$ cat config.mk
export PLATFORM = sky130hd
export DESIGN_NAME = module_bin2bcd_seq
export DESIGN_NICKNAME = d
export VERILOG_FILES = /design/src/rtl/module_bin2bcd_seq.sv
export SDC_FILE = /design/constraint.sdc
export NUM_CORES = 1
export LEC_CHECK = 0
export ABC_AREA = 1
export ABC_CLOCK_PERIOD_IN_PS = 1400
export BUFFER_PORTS_ARGS = -buffer_cell sky130_fd_sc_hd__buf_2
export CORE_MARGIN = 3
export CORE_UTILIZATION = 55
export DETAILED_ROUTE_END_ITERATION = 10
export PLACE_DENSITY = 0.76
export SLEW_MARGIN = 20
export SYNTH_ARGS = -nofsm -noshare
export SYNTH_HDL_FRONTEND = slang
export SYNTH_SLANG_ARGS = --single-unit
$ cat constraint.sdc
create_clock -name clk -period 1.4 [get_ports clk]
set_input_delay 0.28 -clock clk [delete_from_list [all_inputs] [get_ports clk]]
set_output_delay 0.28 -clock clk [all_outputs]
set_load 0.05 [all_outputs]
$ cat src/rtl/module_bin2bcd_seq.sv
// Sequential double-dabble binary-to-BCD converter, one input bit per clock.
// Define DIV_SAT_EN to clamp overflowing results to all nines instead of value mod 10^DIGITS.
module module_bin2bcd_seq #(
   parameter int WIDTH  = 16,
   parameter int DIGITS = 5
) (
   input  logic                  clk,
   input  logic                  rst,
   input  logic [WIDTH-1:0]      numero_input,
   input  logic                  valido_input,
   output logic [4*DIGITS-1:0]   bcd_output,
   output logic                  listo_output,
   output logic                  ocupado_output,
   output logic                  desborde_output
);

   localparam int BCD_W = 4 * DIGITS;
   localparam int CNT_W = $clog2(WIDTH + 1);
   localparam logic [CNT_W-1:0] CNT_LAST = CNT_W'(WIDTH - 1);

   typedef enum logic [1:0] {IDLE, SHIFT, DONE} state_t;

   state_t             state_q, state_d;
   logic [WIDTH-1:0]   bin_q;
   logic [BCD_W-1:0]   acc_q;
   logic [BCD_W-1:0]   acc_adj;
   logic [CNT_W-1:0]   cnt_q;
   logic               ovf_q;

   function automatic logic [BCD_W-1:0] add3_digits(input logic [BCD_W-1:0] acc);
      logic [BCD_W-1:0] r;
      r = acc;
      for (int k = 0; k < DIGITS; k++) begin
         if (acc[4*k +: 4] >= 4'd5)
            r[4*k +: 4] = acc[4*k +: 4] + 4'd3;
      end
      return r;
   endfunction

`ifdef DIV_SAT_EN
   function automatic logic [BCD_W-1:0] sat_result(input logic [BCD_W-1:0] acc,
                                                    input logic ovf);
      return ovf ? {DIGITS{4'h9}} : acc;
   endfunction
`endif

   assign acc_adj        = add3_digits(acc_q);
   assign ocupado_output = (state_q != IDLE);

   always_comb begin
      state_d = state_q;
      case (state_q)
         IDLE:    if (valido_input) state_d = SHIFT;
         SHIFT:   if (cnt_q == CNT_LAST) state_d = DONE;
         DONE:    state_d = IDLE;
         default: state_d = IDLE;
      endcase
   end

   always_ff @(posedge clk or negedge rst) begin
      if (!rst) begin
         state_q         <= IDLE;
         bin_q           <= '0;
         acc_q           <= '0;
         cnt_q           <= '0;
         ovf_q           <= 1'b0;
         bcd_output      <= '0;
         listo_output    <= 1'b0;
         desborde_output <= 1'b0;
      end else begin
         state_q      <= state_d;
         listo_output <= 1'b0;
         case (state_q)
            IDLE: begin
               if (valido_input) begin
                  bin_q <= numero_input;
                  acc_q <= '0;
                  cnt_q <= '0;
                  ovf_q <= 1'b0;
               end
            end
            SHIFT: begin
               // The bit leaving the top digit is a lost multiple of 10^DIGITS.
               {acc_q, bin_q} <= {acc_adj[BCD_W-2:0], bin_q, 1'b0};
               ovf_q          <= ovf_q | acc_adj[BCD_W-1];
               cnt_q          <= cnt_q + CNT_W'(1);
            end
            DONE: begin
`ifdef DIV_SAT_EN
               bcd_output <= sat_result(acc_q, ovf_q);
`else
               bcd_output <= acc_q;
`endif
               desborde_output <= ovf_q;
               listo_output    <= 1'b1;
            end
            default: ;
         endcase
      end
   end

endmodule

# [Word level (Yosys, flattened, before mapping)]
# Index checks and enable logic that the tools add are counted.
[totals] regBits=66 latch_bits=0 ramBits=0 rom_bits=0 out_inout_bits=23 memories=0
[op_classes] add_sub_neg=6 mul=0 n_div=0 order_cmp=5 n_eq_ne=5 shifts=0 mux=17 bitwise=1 reduce_logical=5
[op_table] op="$pmux 20 s2" n=1
[op_table] op="$pmux 16 s2" n=1
[op_table] op="$add 4x2->4 const B" n=5
[op_table] op="$ge 4x3->1 const B" n=5
[op_table] op="$mux 20" n=1
[op_table] op="$mux 4" n=5
[op_table] op="$mux 16" n=1
[op_table] op="$pmux 5 s2" n=1
[op_table] op="$add 5x1->5 const B" n=1
[op_table] op="$eq 5x4->1 const B" n=1
[op_table] op="$mux 5" n=1
[op_table] op="$mux 2" n=2
[op_table] op="$ne 2x2->1 const B" n=2
[op_table] op="$pmux 2 s2" n=1
[op_table] op="$reduce_and 2->1" n=2
[op_table] op="$reduce_bool 2->1" n=2
[op_table] op="$eq 2x1->1 const B" n=1
[op_table] op="$eq 2x2->1 const B" n=1
[op_table] op="$logic_not 2->1" n=1
[op_table] op="$mux 1" n=2
[op_table] op="$pmux 1 s2" n=1
[op_table] op="$or 1x1->1" n=1

# [Depth between registers and ports, before layout]
[logic_depth] depth_word=4 mapped_depth=8

# [Least setup slack after synthesis]
# No wires, ideal clock.
[synth_timing] kind="register to register" from="register cnt_q[0]" to="register cnt_q[4]" t_arrival_ns=1.116 required_ns=1.318 setup_slack_ns=0.202 stages_incl_launch_ff=6 period_less_slack_ns=1.198 cell_sequence="dfrtp_1 -> ha_1 -> nand2_1 -> nor2_1 -> ha_1 -> o22ai_1"
[synth_via] elab_chain_len=2
[synth_lines] item="start, declared" line="27" source="logic [CNT_W-1:0] cnt_q;"
[synth_lines] item="start signal, assigned" line="86" source="cnt_q <= cnt_q + CNT_W'(1);"
[synth_lines] item="$add 5x1->5" line="86"
[synth_lines] item="$pmux 5 s2" line="73" source="case (state_q)"
# Every way passes these cells.
# A chain may end at the register's enable or synchronous reset.

# [Worst setup path in the final report]
[layout_timing] from="register state_q[1]" to="output port ocupado_output"
[layout_via] elab_chain_len=1
[layout_lines] item="start, declared" line="23" source="state_t state_q, state_d;"
[layout_lines] item="start signal, assigned" line="71" source="state_q <= state_d;"
[layout_lines] item="$reduce_bool 2->1" line="48" source="assign ocupado_output = (state_q != IDLE);"
[layout_lines] item="end, declared" line="13" source="output logic ocupado_output,"
# Every way passes these cells.

==> metrics.csv <==
metric,value,unit
status,finished with violations,
violations,negative setup slack,
grt_pass1_wl,11200,um
p_seq_frac,0.356,
avgSynthCellArea,8.76,um2
clockBufferDepth,2,
syn-cell-area,0.00331,mm2
grt_max_degree,41,
worst_pin_slew,0.535,ns
portBuffers,41,
clock.fmax,712,MHz
ys_warn_count,0,
switching_power,3.91,mW
seq_area_frac_synth,0.499,
htree_num_levels,3,
totalWireLength,6280,um
grtUsageTotal,0.196,
antenna_found_initial,0,
start_util,0.583,
p_leak,2.02,nW
cts_tree,built,
grt_overflow,0,
cp.required,1.12,ns
worstHoldPathCells,3,
syn_inst,378,
area_delta_synth_final,17.8,%
die_y,83.6,um
min_from,numero_input[7],
place_ws,0.0203,ns
final_nets,466,
ys_types,24,
clk_pin_slew,0.07,ns
p_int,5.01,mW
setup_viol,1,
dp_cells,493,
endpoint_kind,output pin,
fin_crit_sh,1.00,
stdcell_count,510,
fin_crit,1.40,ns
cts_buffers,9,
rows,27,
p_comb_frac,0.466,
clkLatencyLatePin,0.34,ns
first_global_vias,2608,
antenna_cells,0,
routed_via_density,5.25,
core,0.00568,mm2
clkPwrFrac,0.178,
drcViolationCount,0,
root_buffer,clkbuf_8,
cts.sinks,66,
layout-drive-gt1-share,0.226,
cp_max_fo,2,
slew-limit-headroom,0.644,
syn_nets,409,
rsz0062_at_grt,yes,
timing.rr.start,state_q[1],
globalplace.congestion,0.809,
criticalPathCategory,register to output pin,
r2r_slack,0.08,ns
setup_slack,-0.00464,ns
die_x,83.6,um
crit_arrival,1.12,ns
hold_viol_final,0,
hold_slack,0.156,ns
fillCellCount,479,
dieArea,0.00699,mm2
place_hpwl,4410,um
vias,2675,
drv_slew,0,
drv_cap,0,
antenna_left,0,
p_total,8.92,mW
hold_class,primary input to register,
ff2ff_path_depth,7,
power_density,2290,mW/mm2
fin_skew,0.00746,ns
switching_share,0.438,
design_area,0.00390,mm2
ir_drop,1.53,mV
post_drt_wl_per_cell,12.3,um
place_area,0.00365,mm2
io_pins,42,
start_kind,register,
r2r-end,acc_q[4],
synth-seq-cells,66,
min_delay_worst_endpoint,bin_q[7],
initialDrtViolationCount,163,
drt_pass1_iterations,4,
-- worst max-delay path by stage --
stage / from / to / slack, ns / depth (start not counted)
2_1_floorplan: cnt_q[0] / cnt_q[4] / 0.20 / 5
3_3_place_gp: state_q[1] / acc_q[6] / 0.09 / 6
3_5_place_dp: state_q[1] / bin_q[8] / 0.02 / 6
4_1_cts: state_q[1] / ocupado_output / -0.05 / 4
5_1_grt: state_q[1] / ocupado_output / -0.05 / 4
6_report: state_q[1] / ocupado_output / -0.005 / 4
-- layer usage --
metal,wire length [um],GRT usage,share of wire,vias up
met4,130,0.101,0.021,0
li1,-,-,-,1340
met5,0,0,0,-
met1,3000,0.248,0.48,1263
met2,2900,0.317,0.46,61
met3,254,0.0385,0.040,11
-- sequential cells by signal, indices dropped and copies added (netlist names) --
register         cells
listo_output         1
acc_q               20
bcd_output          20
state_q              2
desborde_output      1
bin_q               16
ovf_q                1
cnt_q                5
-- cells by family (layout without fill, tap and decap cells) --
logic type,count (synthesis),in the layout,synth area share
and+or+nand+nor,199,199,0.273
DFF,66,66,0.499
buffers and inverters,50,110,0.0816
AOI/OAI and AO/OA,51,51,0.101
adders and majority gates,12,12,0.0454
-- synthesized netlist by cell type (all sizes together) --
master | count | share of area
o211ai | 6 | 0.018
buf | 12 | 0.037
inv | 37 | 0.043
dfrtp | 66 | 0.50
nand2 | 134 | 0.16
nand3 | 39 | 0.059
clkinv | 1 | 0.0015
nor2 | 15 | 0.029
nand4 | 11 | 0.021
o21bai | 4 | 0.0091
o21ai | 38 | 0.069
ha | 12 | 0.045
o22ai | 2 | 0.0038
a21oi | 1 | 0.0015
-- power groups by stage --
stage / Sequential, mW / Clock (mW) / Combinational [mW]
2_1_floorplan: 3.62 / 0 / 2.67
3_3_place_gp: 3.16 / 0 / 3.94
3_5_place_dp: 3.18 / 0 / 4.07
4_1_cts: 3.16 / 1.62 / 4.13
5_1_grt: 3.28 / 1.70 / 4.70
6_report: 3.17 / 1.59 / 4.16
-- repair_timing --
item / 4_1_cts / 5_1_grt
endpoints found under the setup margin: 1 / 13
pin swaps: 0 / 1
setup buffers: 1 / 1
endpoints found under the hold margin: 16 / 0
hold buffers: 1 / 0
resized for setup: 7 / 7
-- per-stage QoR --
stage / utilization / TNS, ns
after global placement: 0.643 / 0
final: 0.687 / -0.00464
after global routing: 0.687 / -0.0539
after detailed placement: 0.643 / 0
after CTS: 0.684 / -0.0533
after floorplan: - / 0
-- layout make-up --
| cell class | instances | area (um2) | area share |
|---|---|---|---|
| Sequential cell | 66 | 1650 | 0.424 |
| Multi-Input combinational cell | 262 | 1400 | 0.358 |
| Timing Repair Buffer | 58 | 415 | 0.107 |
| Inverter | 38 | 153 | 0.0392 |
| Clock buffer | 11 | 151 | 0.0388 |
| Tap cell | 72 | 90.1 | 0.0231 |
| Clock inverter | 3 | 40.0 | 0.0103 |
-- cells in the final DEF, fill, tap and decap left out, drive strengths merged --
cell type    count
a21oi            1
buf             57
bufinv           1
clkbuf          11
clkinv           2
dfrtp           66
dlygate4sd3      1
ha              12
inv             38
nand2          134
nand3           39
nand4           11
nor2            15
o211ai           6
o21ai           38
o21bai           4
o22ai            2
-- critical path: stages (launching register included) --
cell	delay [ns]
dfrtp_1	0.39
buf_6	0.14
nor2_4	0.08
inv_2	0.05
buf_8	0.14
(Power assumes the default switching activity.)
